**src/rtl/axi_10g_ethernet_0_pkg.sv**
```systemverilog
// Shared types and helpers for the RX payload checksum path.
package axi_10g_ethernet_0_pkg;

    typedef enum logic [2:0] {
        ACCUM    = 3'd0,
        WAIT_EXP = 3'd1,
        FOLD1    = 3'd2,
        FOLD2    = 3'd3,
        OUTPUT   = 3'd4
    } csum_state_e;

    // Byte 2k becomes the high octet of 16-bit word k (network byte order).
    function automatic logic [63:0] word_swap(input logic [63:0] d);
        logic [63:0] r;
        r = '0;
        for (int unsigned k = 0; k < 4; k++) begin
            r[16*k +: 16] = {d[16*k +: 8], d[16*k+8 +: 8]};
        end
        return r;
    endfunction

    function automatic logic [3:0] popcount8(input logic [7:0] v);
        logic [3:0] c;
        c = '0;
        for (int unsigned i = 0; i < 8; i++) begin
            c = c + {3'b000, v[i]};
        end
        return c;
    endfunction

    // Two end-around carry passes bring an 18-bit partial sum down to 16 bits.
    function automatic logic [15:0] ones_fold18(input logic [17:0] t1);
        logic [16:0] t2;
        t2 = {1'b0, t1[15:0]} + {15'b0, t1[17:16]};
        return t2[15:0] + {15'b0, t2[16]};
    endfunction

endpackage

```
**src/rtl/axi_10g_ethernet_0_rx_checksum_if.sv**
```systemverilog
// Tapped RX beat, expected-sum and result handshakes of the RX checksum block.
interface axi_10g_ethernet_0_rx_checksum_if;

    logic        s_axis_tvalid;
    logic        s_axis_tready;
    logic [63:0] s_axis_tdata;
    logic [7:0]  s_axis_tkeep;
    logic        exp_valid;
    logic        exp_ready;
    logic [15:0] exp_data;
    logic        res_valid;
    logic        res_ready;
    logic        res_ok;
    logic [15:0] res_sum;

    modport slave (
        input  s_axis_tvalid, s_axis_tready, s_axis_tdata, s_axis_tkeep,
        input  exp_valid, exp_data, res_ready,
        output exp_ready, res_valid, res_ok, res_sum
    );

    modport master (
        output s_axis_tvalid, s_axis_tready, s_axis_tdata, s_axis_tkeep,
        output exp_valid, exp_data, res_ready,
        input  exp_ready, res_valid, res_ok, res_sum
    );

endinterface

```
**src/rtl/axi_10g_ethernet_0_csum_beat_adder.sv**
```systemverilog
// P1 stage: masks disabled bytes, sums the four big-endian words of a beat, counts kept bytes.
module axi_10g_ethernet_0_csum_beat_adder
    import axi_10g_ethernet_0_pkg::*;
(
    input  logic        clk,
    input  logic        rst,
    input  logic        i_en,
    input  logic [63:0] i_data,
    input  logic [7:0]  i_keep,
    output logic        o_valid,
    output logic [17:0] o_sum,
    output logic [3:0]  o_cnt
);

    logic [63:0] w_masked;
    logic [63:0] w_words;
    logic [17:0] w_sum;

    always_comb begin
        w_masked = '0;
        for (int unsigned n = 0; n < 8; n++) begin
            w_masked[8*n +: 8] = i_keep[n] ? i_data[8*n +: 8] : 8'h00;
        end
        w_words = word_swap(w_masked);
        w_sum   = {2'b00, w_words[15:0]}  + {2'b00, w_words[31:16]}
                + {2'b00, w_words[47:32]} + {2'b00, w_words[63:48]};
    end

    always_ff @(posedge clk) begin
        if (rst) begin
            o_valid <= 1'b0;
            o_sum   <= '0;
            o_cnt   <= '0;
        end else begin
            o_valid <= i_en;
            if (i_en) begin
                o_sum <= w_sum;
                o_cnt <= popcount8(i_keep);
            end
        end
    end

endmodule

```
**src/rtl/axi_10g_ethernet_0_rx_checksum.sv**
```systemverilog
// RX payload checksum: accumulates each fixed-length segment, folds it with the
// header parser's expected sum and reports one pass/fail result per segment.
module axi_10g_ethernet_0_rx_checksum
    import axi_10g_ethernet_0_pkg::*;
#(
    parameter int unsigned TCP_DATA_LENGTH = 1456
) (
    input  logic                                  s_aclk,
    input  logic                                  s_areset,
    axi_10g_ethernet_0_rx_checksum_if.slave       bus,
    output logic                                  stall,
    output logic                                  err_overrun
);

    localparam logic [16:0] SEG_LEN = 17'(TCP_DATA_LENGTH);

    csum_state_e r_state;
    logic        r_stall;
    logic        r_err;
    logic [15:0] r_rawcnt;
    logic [15:0] r_bytecnt;
    logic [31:0] r_acc;
    logic [15:0] r_exp;
    logic [17:0] r_t1;
    logic        r_seg_ovr;
    logic        r_res_valid;
    logic        r_res_ok;
    logic [15:0] r_res_sum;

    logic        w_beat;
    logic        w_take;
    logic        w_res_hs;
    logic [16:0] w_raw_next;
    logic [16:0] w_p2_next;
    logic        w_p1_valid;
    logic [17:0] w_p1_sum;
    logic [3:0]  w_p1_cnt;
    logic [15:0] w_fold;

    assign w_beat     = bus.s_axis_tvalid & bus.s_axis_tready;
    assign w_take     = w_beat & ~r_stall;
    assign w_res_hs   = r_res_valid & bus.res_ready;
    assign w_raw_next = {1'b0, r_rawcnt} + {13'b0, popcount8(bus.s_axis_tkeep)};
    assign w_p2_next  = {1'b0, r_bytecnt} + {13'b0, w_p1_cnt};
    assign w_fold     = ones_fold18(r_t1);

    axi_10g_ethernet_0_csum_beat_adder u_beat_adder (
        .clk     (s_aclk),
        .rst     (s_areset),
        .i_en    (w_take),
        .i_data  (bus.s_axis_tdata),
        .i_keep  (bus.s_axis_tkeep),
        .o_valid (w_p1_valid),
        .o_sum   (w_p1_sum),
        .o_cnt   (w_p1_cnt)
    );

    // Raw counter mirrors bytecnt one stage early so stall can rise right after the closing beat.
    always_ff @(posedge s_aclk) begin
        if (s_areset) begin
            r_rawcnt <= '0;
            r_stall  <= 1'b0;
            r_err    <= 1'b0;
        end else begin
            if (w_take) begin
                if (w_raw_next >= SEG_LEN) begin
                    r_rawcnt <= '0;
                    r_stall  <= 1'b1;
                    if (w_raw_next > SEG_LEN) r_err <= 1'b1;
                end else begin
                    r_rawcnt <= w_raw_next[15:0];
                end
            end
            if (w_beat && r_stall) r_err <= 1'b1;
            if (w_res_hs) r_stall <= 1'b0;
        end
    end

    always_ff @(posedge s_aclk) begin
        if (s_areset) begin
            r_state     <= ACCUM;
            r_acc       <= '0;
            r_bytecnt   <= '0;
            r_exp       <= '0;
            r_t1        <= '0;
            r_seg_ovr   <= 1'b0;
            r_res_valid <= 1'b0;
            r_res_ok    <= 1'b0;
            r_res_sum   <= '0;
        end else begin
            case (r_state)
                ACCUM: begin
                    if (w_p1_valid) begin
                        r_acc <= r_acc + {14'b0, w_p1_sum};
                        if (w_p2_next >= SEG_LEN) begin
                            r_bytecnt <= '0;
                            r_state   <= WAIT_EXP;
                            if (w_p2_next > SEG_LEN) r_seg_ovr <= 1'b1;
                        end else begin
                            r_bytecnt <= w_p2_next[15:0];
                        end
                    end
                end
                WAIT_EXP: begin
                    if (bus.exp_valid) begin
                        r_exp   <= bus.exp_data;
                        r_state <= FOLD1;
                    end
                end
                FOLD1: begin
                    r_t1    <= {2'b00, r_acc[15:0]} + {2'b00, r_acc[31:16]} + {2'b00, r_exp};
                    r_state <= FOLD2;
                end
                FOLD2: begin
                    r_res_sum   <= w_fold;
                    r_res_ok    <= (w_fold == 16'hFFFF) & ~r_seg_ovr;
                    r_res_valid <= 1'b1;
                    r_state     <= OUTPUT;
                end
                OUTPUT: begin
                    if (bus.res_ready) begin
                        r_res_valid <= 1'b0;
                        r_acc       <= '0;
                        r_seg_ovr   <= 1'b0;
                        r_state     <= ACCUM;
                    end
                end
                default: r_state <= ACCUM;
            endcase
        end
    end

    assign bus.exp_ready = (r_state == WAIT_EXP);
    assign bus.res_valid = r_res_valid;
    assign bus.res_ok    = r_res_ok;
    assign bus.res_sum   = r_res_sum;
    assign stall         = r_stall;
    assign err_overrun   = r_err;

endmodule

```
**src/flat_wrapper.sv**
```systemverilog
// flat-port wrapper written by rule: the top's interface ports become plain ports
module axi_10g_ethernet_0_rx_checksum_flat import axi_10g_ethernet_0_pkg::*;
#(
    parameter int unsigned TCP_DATA_LENGTH = 1456
)
  (s_aclk, s_areset, stall, err_overrun, bus_s_axis_tvalid, bus_s_axis_tready, bus_s_axis_tdata, bus_s_axis_tkeep, bus_exp_valid, bus_exp_data, bus_res_ready, bus_exp_ready, bus_res_valid, bus_res_ok, bus_res_sum);
  axi_10g_ethernet_0_rx_checksum_if bus_i ();
  input  logic s_aclk;
  input  logic s_areset;
  output logic stall;
  output logic err_overrun;
  input wire logic [$bits(bus_i.s_axis_tvalid)-1:0] bus_s_axis_tvalid;
  input wire logic [$bits(bus_i.s_axis_tready)-1:0] bus_s_axis_tready;
  input wire logic [$bits(bus_i.s_axis_tdata)-1:0] bus_s_axis_tdata;
  input wire logic [$bits(bus_i.s_axis_tkeep)-1:0] bus_s_axis_tkeep;
  input wire logic [$bits(bus_i.exp_valid)-1:0] bus_exp_valid;
  input wire logic [$bits(bus_i.exp_data)-1:0] bus_exp_data;
  input wire logic [$bits(bus_i.res_ready)-1:0] bus_res_ready;
  output wire logic [$bits(bus_i.exp_ready)-1:0] bus_exp_ready;
  output wire logic [$bits(bus_i.res_valid)-1:0] bus_res_valid;
  output wire logic [$bits(bus_i.res_ok)-1:0] bus_res_ok;
  output wire logic [$bits(bus_i.res_sum)-1:0] bus_res_sum;
  assign bus_i.s_axis_tvalid = bus_s_axis_tvalid;
  assign bus_i.s_axis_tready = bus_s_axis_tready;
  assign bus_i.s_axis_tdata = bus_s_axis_tdata;
  assign bus_i.s_axis_tkeep = bus_s_axis_tkeep;
  assign bus_i.exp_valid = bus_exp_valid;
  assign bus_i.exp_data = bus_exp_data;
  assign bus_i.res_ready = bus_res_ready;
  assign bus_exp_ready = bus_i.exp_ready;
  assign bus_res_valid = bus_i.res_valid;
  assign bus_res_ok = bus_i.res_ok;
  assign bus_res_sum = bus_i.res_sum;
  axi_10g_ethernet_0_rx_checksum #(.TCP_DATA_LENGTH(TCP_DATA_LENGTH)) u_core (.s_aclk(s_aclk), .s_areset(s_areset), .bus(bus_i), .stall(stall), .err_overrun(err_overrun));
endmodule
```
**config.mk**
```make
export PLATFORM = sky130hd
export DESIGN_NAME = axi_10g_ethernet_0_rx_checksum_flat
export DESIGN_NICKNAME = d
export VERILOG_FILES = /design/src/rtl/axi_10g_ethernet_0_pkg.sv /design/src/rtl/axi_10g_ethernet_0_rx_checksum_if.sv /design/src/rtl/axi_10g_ethernet_0_csum_beat_adder.sv /design/src/rtl/axi_10g_ethernet_0_rx_checksum.sv /design/src/flat_wrapper.sv
export SDC_FILE = /design/constraint.sdc
export NUM_CORES = 1
export LEC_CHECK = 0
export ABC_AREA = 0
export CAP_MARGIN = 40
export CELL_PAD_IN_SITES_DETAIL_PLACEMENT = 0
export CELL_PAD_IN_SITES_GLOBAL_PLACEMENT = 1
export CORE_ASPECT_RATIO = 1.25
export CORE_MARGIN = 5
export CORE_UTILIZATION = 47
export DETAILED_ROUTE_END_ITERATION = 10
export GPL_ROUTABILITY_DRIVEN = 0
export PLACE_DENSITY = 0.94
export SYNTH_ARGS = -nofsm -noshare
export SYNTH_HDL_FRONTEND = slang
export SYNTH_SLANG_ARGS = --single-unit
```
**constraint.sdc**
```tcl
create_clock -name s_aclk -period 13.2 [get_ports s_aclk]
set_input_delay 1.32 -clock s_aclk [delete_from_list [all_inputs] [get_ports s_aclk]]
set_output_delay 1.32 -clock s_aclk [all_outputs]
set_load 0.01 [all_outputs]
```
Word level (Yosys, flattened, before mapping)
Index checks and enable logic that the tools add are counted.
- muxes and demuxes: 28
- bitwise gates (word level): 6
- reduce and logical (&&, ||, !) cells: 16
- eq/ne operators: 10
- $add $sub $neg: 17
- $lt $le $gt $ge: 4
- operator list (cell ; count):
    $mux W32 ; 2
    $mux W8 ; 8
    $pmux W32 S2 ; 1
    $add A18 B16 Y18 ; 2
    $add A16 B16 Y17 ; 2
    $add A16 B4 Y17 ; 2
    $ge A17 B11 Y1 const B ; 2
    $gt A17 B11 Y1 const B ; 2
    $add A32 B18 Y32 ; 1
    $mux W16 ; 2
    $add A4 B1 Y4 ; 6
    $add A17 B16 Y18 ; 1
    $add A16 B2 Y17 ; 1
    $add A16 B1 Y16 ; 1
    $eq A16 B16 Y1 const B ; 1
    $pmux W3 S5 ; 1
    $mux W3 ; 4
    $reduce_bool A2 Y1 ; 5
    $mux W1 ; 8
    $reduce_and A2 Y1 ; 4
    $eq A3 B2 Y1 const B ; 2
    $ne A2 B2 Y1 const B ; 3
    $reduce_and A3 Y1 ; 2
    $reduce_and A5 Y1 ; 1
    11 further kinds ; 17
- input bits: 94
- register bits: 145
- output and inout port bits: 21
- word-level logic and storage cells: 96

Longest topological paths before layout
Gate-level depths: netlist (run 1).
- word-level depth: 13
- mapped depth: 17
- gate-level depth less buffers: 17

By module
From an unflattened synthesis (run 1), not the netlist that was laid out.
- cell total of the unflattened synthesis: 1363
- area total of the unflattened synthesis: 11053.1 um^2
- modules (own cells, without submodules) (module ; times used ; area each (um^2) ; sequential area each (um^2) ; cells each):
    axi_10g_ethernet_0_rx_checksum ; 1 ; 8145.3 ; 2442.3 ; 1018
    axi_10g_ethernet_0_csum_beat_adder ; 1 ; 2907.8 ; 460.4 ; 345

Worst setup path after synthesis (run 1)
OpenSTA, ideal clock, no wires.
- kind: input-to-reg
- start point: input port bus_s_axis_tkeep[2]
- end point: register u_core.r_rawcnt[5]
- setup time: 70 ps
- data arrival time: 6306 ps
- buffers on the path: 1
- stages on the path: 16
- setup slack: 6823 ps
- cell sequence: clkbuf_1 inv_1 fa_1 fa_1 fa_1 fa_1 inv_1 fa_1 a21o_1 a21oi_2 a21oi_1 or4b_4 a2111oi_4 nand3_4 or4_1 a21oi_1
- cells in the longest elaborated chain, start to end: 9
- RTL lines (what ; RTL line ; text):
    start, declared ; flat_wrapper.sv:15 ; input wire logic [$bits(bus_i.s_axis_tkeep)-1:0] bus_s_axis_tkeep;
    $add A4 B1 Y4 (*) (6 in a row) ; axi_10g_ethernet_0_pkg.sv:26 ; c = c + {3'b000, v[i]};
    $add A16 B4 Y17 (*) ; axi_10g_ethernet_0_rx_checksum.sv:43 ; assign w_raw_next = {1'b0, r_rawcnt} + {13'b0, popcount8(bus.s_axis_tkeep)};
    $ge A17 B11 Y1 ; axi_10g_ethernet_0_rx_checksum.sv:66 ; if (w_raw_next >= SEG_LEN) begin
    $mux W16 (*) ; axi_10g_ethernet_0_rx_checksum.sv:66 ;
    end signal, assigned ; axi_10g_ethernet_0_rx_checksum.sv:71 ; r_rawcnt <= w_raw_next[15:0];
    end, declared ; axi_10g_ethernet_0_rx_checksum.sv:20 ; logic [15:0] r_rawcnt;
Mark *: on every way between the ends. The rest lies on a longest branch, timed or not.
A chain may end at the register's enable or synchronous reset.

Final worst setup path (run 1)
- start point: input port bus_s_axis_tkeep[0]
- end point: register u_core.r_rawcnt[5]
- cells in the longest elaborated chain, start to end: 10
- RTL lines (what ; RTL line):
    $add A1 B1 Y2 (*) ; axi_10g_ethernet_0_pkg.sv:26
    $add A4 B1 Y4 (*) (6 in a row) ; axi_10g_ethernet_0_pkg.sv:26
    $add A16 B4 Y17 (*) ; axi_10g_ethernet_0_rx_checksum.sv:43
    $ge A17 B11 Y1 ; axi_10g_ethernet_0_rx_checksum.sv:66
    $mux W16 (*) ; axi_10g_ethernet_0_rx_checksum.sv:66
Marked as above.

==> impl_metrics.yaml, run 1 <==
outcome:
  status: "completed"
global_routing:
  antenna_found_initial: 0
  grt_pass1_wl_mm: 45.9
  grt-ovfl-total: 0
  grt_max_degree: 66
  grt_pass1_vias: 9920
  grt_usage_pct: 19.9
worst_setup_path:
  cpMostUsedCell: "fa_1"
  setup.worst_path.start_class: "primary input"
  slowest_delay_ns: 0.65
  cp.buffers_inverters: 3
  crit_type: "in -> reg"
  end_kind: "register"
  worstPathArrival_ns: 7.32
  crit_chain: "clkdlybuf4s50_1 > ha_1 > inv_1 > fa_1 > fa_1 > fa_1 > fa_1 > inv_1 > fa_1 > a21o_1 > a21oi_2 > a21oi_1 > or4b_4 > a2111oi_4 > nand3_4 > or4_1 > a21oi_1"
  required_ns: 13.56
  cp_top_family: "adder cells"
  critPathMaxFanout: 10
  cpMaxStageDelayCell: "a2111oi_4"
hold_path:
  holdCritPathClass: "reg -> reg"
routing:
  remaining_drc_errors: 0
  drt-total-wl_mm: 26.9
  wire_per_inst_microns: 15.0
  dr.pass1.iters: 6
  via_per_inst: 5.68
  drtIter0Drc: 479
  num_vias: 10198
  antenna_left: 0
logic_synthesis:
  async_flop_share_pct: 0
  yosys_warnings: 0
  netlist_instances: 1408
  syn_area_per_cell_sq_um: 7.96
  syn-cell-area_sq_um: 11200
  synth_cell_types: 77
  synth_seq_cells: 145
  synth_flop_cell: "dfxtp_1"
  synth-edff-count: 0
  synth_seq_area_share_pct: 25.9
  syn_nets: 1626
cts:
  clk_latency_ns: 0.43
  path_clk_slew_ns: 0.06
  cts_tree: "built"
  cts_max_level: 4
  cts_resized: 0
  clockBufferDepth: 2
  cts.sinks: 145
  postCtsHoldBufs: 0
  cts-root-buf: "clkbuf_16"
  cts_buffers: 17
  post-cts-setup-buffers: 0
sta:
  min_period_ns: 6.96
  min_period_over_period_pct: 52.7
  maxSlewViolCount: 0
  hold-worst-slack_ns: 0.453
  hold_viol_final: 0
  finalSetupTns_ns: 0
  finalSetupViolations: 0
  rsz0062_at_grt: "no"
  final.setup.worst_slack_ns: 6.24
  finClkSkew_ns: 0.00811
  max_freq_mhz: 144
  slew_headroom_pct: 41.8
  worstMarginPinSlew_ns: 0.868
placed_design:
  dp_cells: 1763
  post-place-ws_ns: 5.77
  portBuffers: 114
  dpl.hpwl_mm: 20.9
  placement.cell_area_sq_um: 12500
power_and_ir_drop:
  cellPowerDensity_nw_per_um2: 93.6
  peakVddDrop_uv: 52.5
  finalPower_mw: 1.23
  power.leakage_nw: 5.42
finish:
  regArea_sq_um: 2900
  antennaDiodeCount: 0
  final_nets: 1708
  final_area_sq_um: 13200
  final_util_pct: 55.8
  drive_gt1_share_pct: 4.66
  fin_cells: 1795
  multi_input_area_sq_um: 7790
  synthToLayoutAreaGrowth_pct: 17.6
  fillerInstances: 2193
die:
  dieWidth_microns: 148
  coreArea_sq_um: 23600
  num_rows: 63
  die_h_microns: 183
  die-area_sq_um: 27100
  ios: 115
  initial_core_util_pct: 47.4
job:
  cap_violations: 0
[kinds of logic (layout without fill, tap and decap cells)]
group / count (synthesis) / count (layout) / share of synthesized area [%]
and+or+nand+nor: 545 / 545 / 23.8
AOI/OAI and AO/OA: 375 / 375 / 22.2
DFF: 145 / 145 / 25.9
buffers and inverters: 134 / 229 / 4.69
adders and majority gates: 124 / 124 / 16.6
xor gates and xnor gates: 76 / 76 / 5.94
muxes: 9 / 9 / 0.826
[where the power goes]
group | total (mW) | internal, mW | leakage (nW) | switching, mW
clock | 0.525 | 0.329 | 0.313 | 0.197
sequential | 0.458 | 0.449 | 1.17 | 0.00894
combinational | 0.251 | 0.118 | 3.93 | 0.134
[worst register-to-register path: stages, from the launching register on]
cell and delay, ns:
dfxtp_1 0.36, ha_1 0.22, fa_1 0.43, a211oi_1 0.40, o21a_1 0.23, nor2_1 0.06, a21oi_1 0.18, xnor2_1 0.16
ha_1 0.31, a21o_1 0.22, o31a_1 0.33, a221o_1 0.36, a2111oi_0 0.56, nor4_1 0.09
[layout make-up]
cell class                 count  share of cell area (%)
clock buffer                  21                    3.49
timing repair buffer         125                    9.24
inverter                      72                    2.05
tap                          292                    2.77
sequential                   145                    22.0
multi-input combinational   1129                    59.1
clock inverter                11                    1.32
[synthesized netlist by cell type (26+ instances only)]
cell / instances / area [sq um]
nand3_1: 42 / 210
nand2_1: 219 / 822
ha_1: 82 / 1030
clkbuf_1: 53 / 199
a21oi_1: 129 / 646
fa_1: 42 / 841
xor2_1: 26 / 228
o21ai_0: 42 / 210
and2_1: 33 / 206
a21o_1: 35 / 263
nor3_1: 28 / 140
inv_1: 71 / 267
dfxtp_1: 145 / 2900
xnor2_1: 50 / 438
a211oi_1: 33 / 248
nor2_1: 90 / 338
[metal layers]
metal | GRT usage, % | share of wire, % | up-vias | wire (microns)
met2 | 36.1 | 49 | 228 | 13300
met4 | 6.25 | 1.8 | 0 | 488
met1 | 24.2 | 44 | 4734 | 11900
met3 | 3.13 | 4.4 | 38 | 1190
met5 | 0 | 0 | - | 0
li1 | - | - | 5198 | -
[placed cells by master (no fill, tap or decap), types with 35 or more instances in the layout]
| master | n |
|---|---|
| a21o_1 | 35 |
| a21oi_1 | 129 |
| clkdlybuf4s50_1 | 113 |
| dfxtp_1 | 145 |
| fa_1 | 42 |
| ha_1 | 82 |
| inv_1 | 71 |
| nand2_1 | 219 |
| nand3_1 | 42 |
| nor2_1 | 90 |
| o21ai_0 | 42 |
| xnor2_1 | 50 |
[registers in the layout, summed over array words and instances, names as in the netlist]
signal,cells
u_core.r_acc,32
u_core.r_t1,18
u_core.u_beat_adder.o_sum,18
u_core.bus.res_sum,16
u_core.r_bytecnt,16
u_core.r_exp,16
u_core.r_rawcnt,16
u_core.u_beat_adder.o_cnt,4
u_core.r_state,3
u_core.bus.res_ok,1
u_core.bus.res_valid,1
u_core.err_overrun,1
u_core.r_seg_ovr,1
u_core.stall,1
u_core.u_beat_adder.o_valid,1
[final timing paths]
path | start | end | slack, ns | cells past startpoint
hold reg to reg | u_core.bus.res_sum[13]$_SDFFE_PP0P_ | u_core.bus.res_sum[13]$_SDFFE_PP0P_ | 0.45 | 2
setup / recovery | bus_s_axis_tkeep[0] | u_core.r_rawcnt[5]$_SDFFE_PP0P_ | 6.24 | 17
hold / removal | u_core.bus.res_sum[13]$_SDFFE_PP0P_ | u_core.bus.res_sum[13]$_SDFFE_PP0P_ | 0.45 | 2
setup reg to reg | u_core.r_acc[16]$_SDFFE_PP0P_ | u_core.r_t1[13]$_SDFFE_PP0N_ | 9.15 | 13
(Power assumes the default switching activity.)
==> run 2: changes to the inputs <==
Settings changed: CORE_UTILIZATION 47 to 39, PLACE_DENSITY 0.94 to 0.84.
Clock period 13.2 ns to 5.7 ns, I/O delays scaled along.
==> run 2 against run 1 <==
Against the previous run: die area up 19%; sequential cell count unchanged; clock power up 110%; via count up 1.7%; global-route usage down 2.0 points; final cell count up 4.8%; core utilization down 8.6 points; critical path type unchanged; critical endpoint is now u_core.r_rawcnt[10]$_SDFFE_PP0P_; largest power group unchanged.
==> impl_metrics.yaml, run 2 (synthesis gave the netlist of run 1 again) <==
finish:
  largest_register_ffs: 32
  final_cell_mix: "nand2_1, dfxtp_1, a21oi_1"
  antennaDiodeCount: 0
  synthToLayoutAreaGrowth_pct: 19.4
  top_register: "u_core.r_acc"
  drive_gt1_share_pct: 6.49
  final_area_sq_um: 13400
  layout.cells.most_common: "nand2_1"
  final_nets: 1731
  reg_top3: "u_core.r_acc: 32 flops, u_core.r_t1: 18 flops, u_core.u_beat_adder.o_sum: 18 flops"
routing:
  drt-total-wl_mm: 28.8
  num_vias: 10373
  dr.pass1.iters: 5
  wire_per_inst_microns: 15.3
  drtIter0Drc: 618
  remaining_drc_errors: 0
  via_per_inst: 5.51
  antenna_left: 0
cts:
  cts.sinks: 145
  clk_latency_ns: 0.43
  cts_buffers: 17
  cts_tree: "built"
  postCtsHoldBufs: 0
  path_clk_slew_ns: 0.06
  cts-root-buf: "clkbuf_16"
  cts_max_level: 4
  clockBufferDepth: 2
worst_setup_path:
  ff2ff_setup_slack_ns: 1.68
  critPathMaxFanout: 8
  setup.worst_path.start_class: "primary input"
  cpMostUsedCell: "fa_1"
  end_kind: "register"
  required_ns: 6.06
  cpMaxStageDelayCell: "fa_1"
  crit_chain: "clkdlybuf4s50_1 > ha_1 > inv_1 > fa_1 > fa_1 > fa_2 > fa_1 > inv_1 > fa_1 > a21o_1 > a21oi_2 > a21oi_1 > or4b_4 > a2111oi_4 > nand3_4 > or4_1 > a21oi_2"
  rr_startpoint: "u_core.r_acc[0]$_SDFFE_PP0P_"
  reg2reg_depth: 14
  crit_type: "in -> reg"
  worstPathArrival_ns: 5.91
  slowest_delay_ns: 0.52
  r2r-end: "u_core.r_t1[15]$_SDFFE_PP0N_"
sta:
  hold_viol_final: 0
  finalSetupTns_ns: 0
  slew_headroom_pct: 43.2
  max_freq_mhz: 180
  min_period_over_period_pct: 97.3
  min_period_ns: 5.55
  finalSetupViolations: 0
  final.setup.worst_slack_ns: 0.151
  worstMarginPinSlew_ns: 0.849
  maxSlewViolCount: 0
  finClkSkew_ns: 0.00979
power_and_ir_drop:
  peakVddDrop_uv: 196
  power.leakage_nw: 5.49
  cellPowerDensity_nw_per_um2: 208
die:
  coreArea_sq_um: 28400
  ios: 115
  die-area_sq_um: 32300
  die_h_microns: 200
  dieWidth_microns: 162
  initial_core_util_pct: 39.5
  num_rows: 69
hold_path:
  min_to: "u_core.bus.res_sum[14]$_SDFFE_PP0P_"
  holdCritPathClass: "reg -> reg"
  min_from: "u_core.bus.res_sum[14]$_SDFFE_PP0P_"
  hold_depth: 2
placed_design:
  post-place-ws_ns: -0.397
  placement.cell_area_sq_um: 12800
  portBuffers: 114
  dpl.hpwl_mm: 22.7
global_routing:
  antenna_found_initial: 0
  grt-ovfl-total: 0
  grt_pass1_vias: 10290
  grt_usage_pct: 17.9
  grt_max_degree: 66
  grt_pass1_wl_mm: 48.5
job:
  cap_violations: 0
outcome:
  status: "completed"
## run 2: cell count changes in the layout (fill, tap and decap cells not counted), moves of 3 or more
| cell | previous run | this run |
|---|---|---|
| a21oi_2 | 1 | 4 |
| bufinv_16 | 4 | 1 |
| clkinvlp_4 | 0 | 4 |
| buf_4 | 11 | 34 |
| a21oi_1 | 129 | 126 |
## run 2: power by group
part | switching [mW] | internal, mW
Sequential | 0.0223 | 1.04
Clock | 0.490 | 0.613
Combinational | 0.325 | 0.291
Total | 0.837 | 1.94
## run 2: worst max-delay path: cells and delay by family
| family | cells | cell delay, ns |
|---|---|---|
| adders and majority gates | 6 | 2.53 |
| and+or+nand+nor | 3 | 1.20 |
| AOI/OAI and AO/OA | 5 | 1.03 |
| buffers and inverters | 3 | 0.58 |
## run 2: worst max-delay path by stage
stage | startpoint | to | slack [ns] | cells after the start
after floorplan | bus_s_axis_tkeep[2] | u_core.r_rawcnt[5]$_SDFFE_PP0P_ | 0.07 | 16
after global placement | bus_s_axis_tkeep[0] | u_core.r_rawcnt[8]$_SDFFE_PP0P_ | -0.29 | 17
after detailed placement | bus_s_axis_tkeep[0] | u_core.r_rawcnt[10]$_SDFFE_PP0P_ | -0.40 | 17
after CTS | bus_s_axis_tkeep[0] | u_core.r_rawcnt[8]$_SDFFE_PP0P_ | 0.05 | 17
after global routing | bus_s_axis_tkeep[0] | u_core.r_rawcnt[10]$_SDFFE_PP0P_ | -0.01 | 17
final | bus_s_axis_tkeep[0] | u_core.r_rawcnt[10]$_SDFFE_PP0P_ | 0.15 | 17
## run 2: timing repair
action / 4_1_cts / 5_1_grt
setup endpoints to repair: 0 / 7
buffers inserted: 0 / 2
resized for setup: 0 / 5
## run 2: stage by stage
stage,hold WS [ns],power (mW),cells,util (%)
floorplan,0.426,1.50,1408,-
global placement,0.438,1.69,1844,44.9
detailed placement,0.443,1.70,1847,45.0
CTS,0.452,2.81,1879,47.0
global route,0.482,2.94,1881,47.2
finish,0.450,2.78,1881,47.2
## run 2: layout make-up
| class | count | area [sq um] |
|---|---|---|
| clock buffers | 17 | 425 |
| clock inverters | 15 | 150 |
| fillers | 2843 | 15000 |
| inverters | 72 | 270 |
| multi-input cells | 1129 | 7810 |
| flip-flops and latches | 145 | 2900 |
| well taps | 355 | 444 |
| repair buffers | 148 | 1390 |
## run 2: per-layer routing
metal	part of all wire (%)	global-route usage, %	wire, microns
met2	50	32.8	14300
met5	0	0	0
met3	4.8	3.34	1390
met1	43	21.0	12400
met4	2.6	6.33	735
==> RTL edit, RTL diff (flow settings as in run 2) <==
Register the output `err_overrun` once more, cleared by the reset; this adds one clock of latency there. The other outputs are not delayed to match.
--- a/src/rtl/axi_10g_ethernet_0_rx_checksum.sv
+++ b/src/rtl/axi_10g_ethernet_0_rx_checksum.sv
@@ -135,7 +135,13 @@
     assign bus.res_ok    = r_res_ok;
     assign bus.res_sum   = r_res_sum;
     assign stall         = r_stall;
-    assign err_overrun   = r_err;
+    always_ff @(posedge s_aclk) begin
+        if (s_areset) begin
+            err_overrun <= '0;
+        end else begin
+            err_overrun <= r_err;
+        end
+    end
 
 endmodule
 
Formal check against the unedited RTL: same outputs for any inputs over 10 cycles, from zero or initial values and one cycle with s_areset high; that may be too few to reach the edited logic, so the function may still have changed.
==> RTL edit against run 2 <==
Routed wire length is 1.3% lower. Sequential cell count is 1 higher. Critical path type unchanged. Area after synthesis is 1.5% higher. Worst hold slack better by 0.0011 ns. Power is 5.4% higher. Setup slack better by 0.27 ns. Core utilization is 0.42 points lower. Largest cell class unchanged. Design area is 1.5% higher.
==> RTL edit: results (changes against run 2) <==
| Metric | Value |
|---|---|
| Vias in the first global route | 10.1k (-1.5%) |
| Min Hold Slack | 0.451 ns (+0.00110 ns) |
| Placed cell areas | 12900 µm² (+0.95%) |
| Rel. slew slack | 53.0% (+9.8 points) |
| Outcome | completed |
| Post-synth cell types | 81 (+5.2%) |
| CP Max Fanout | 11 (+3) |
| # port buffers | 114 (unchanged) |
| Layout cell share with drive strength beyond 1 | 4.89% (-1.6 points) |
| Critical Path Max Stage Delay | 0.55 ns (+0.03 ns) |
| HPWL Detailed | 22300 µm (-1.9%) |
| Most frequent cells after synthesis | 236 x nand2_1, 146 x dfxtp_1, 128 x a21oi_1 |
| Hold path start | u_core.bus.res_sum[11]$_SDFFE_PP0P_ |
| Starting DRC count in detailed routing | 451 (-27%) |
| Reg2reg setup slack | 1.46 ns (-0.22 ns) |
| DR WL/cell | 14.7 µm (-3.8%) |
| Vias per cell | 5.30 (-3.8%) |
| Worst VDD drop | 0.198 mV (+1.0%) |
| Leakage power | 0.00560 µW (+2.0%) |
| Slowest CP cell | or4b_1 |
| Post-synthesis sequential area ratio | 25.7% (-0.21 points) |
| Dpl ws | -0.0212 ns (+0.376 ns) |
| First-pass GRT wire length | 48200 µm (-0.60%) |
| Layout Skew | 0.00940 ns (-0.000388 ns) |
| R2R Path End | u_core.bus.res_ok$_SDFFE_PP0P_ |
| Core box area | 29100 µm² (+2.4%) |
| Largest net degree at the start of global routing | 65 (-1.5%) |
| Synth top area cells | dfxtp_1 26%, ha_1 9.0%, nand2_1 7.8% |
| FF-to-FF Start | u_core.r_t1[16]$_SDFFE_PP0N_ |
| Hold worst-path end | u_core.bus.res_sum[11]$_SDFFE_PP0P_ |
| Total Routing Usage GR | 17.5% (-0.42 points) |
| R2R depth | 15 (+1) |
RTL edit: worst reg2reg max path, delay by kind of cell (launching register included):
family,cells,cell delay [ns]
adders and majority gates,3,1.00
DFF,1,0.40
AOI/OAI and AO/OA,4,0.90
and+or+nand+nor,8,1.80
RTL edit: logic make-up (layout without fill, tap and decap cells):
logic type | count (synthesis) | count (layout) | share of synthesized area, %
and+or+nand+nor | 571 | 571 | 24.8
muxes | 10 | 10 | 0.879
xor gates and xnor gates | 86 | 86 | 6.62
adders and majority gates | 124 | 124 | 16.4
AOI/OAI and AO/OA | 364 | 364 | 21.0
buffers and inverters | 132 | 233 | 4.66
DFF | 146 | 146 | 25.7
RTL edit: per-stage QoR:
| step | power [µW] | instances | util (%) | setup TNS (ns) |
|---|---|---|---|---|
| floorplan | 1510 | 1433 | - | 0 |
| CTS | 2960 | 1928 | 46.6 | 0 |
| finish | 2930 | 1930 | 46.7 | 0 |
| detailed placement | 1680 | 1897 | 44.4 | -0.0359 |
| global placement | 1670 | 1895 | 44.3 | 0 |
| global route | 3090 | 1930 | 46.7 | 0 |
RTL edit: power breakdown:
group | internal [µW] | switching, µW
Clock | 829 | 439
Combinational | 286 | 306
Sequential | 1050 | 22.7
Total | 2160 | 768
RTL edit: worst max path at each step:
stage                                      endpoint  slack, ns  depth (start not counted)
floorplan           u_core.r_rawcnt[1]$_SDFFE_PP0P_       0.55                         17
global placement    u_core.r_rawcnt[9]$_SDFFE_PP0P_       0.02                         19
detailed placement        u_core.r_err$_SDFFE_PP0P_      -0.02                         18
CTS                       u_core.r_err$_SDFFE_PP0P_       0.42                         18
global route              u_core.r_err$_SDFFE_PP0P_       0.18                         18
finish                    u_core.r_err$_SDFFE_PP0P_       0.42                         18
RTL edit: routing by layer:
layer,track usage [%],vias to the layer above,share of wire (%)
met1,21.0,4684,43
li1,-,5264,-
met4,5.66,0,2.1
met5,0,-,0
met3,3.39,43,4.8
met2,31.2,246,50
RTL edit: cell type report:
type                       count  area (µm²)
clock buffer                  21         450
clock inverter                10         206
fill                        2953       15500
inverter                      68         255
multi-input combinational   1155        7940
sequential                   146        2920
tap                          396         495
timing repair buffer         134        1320
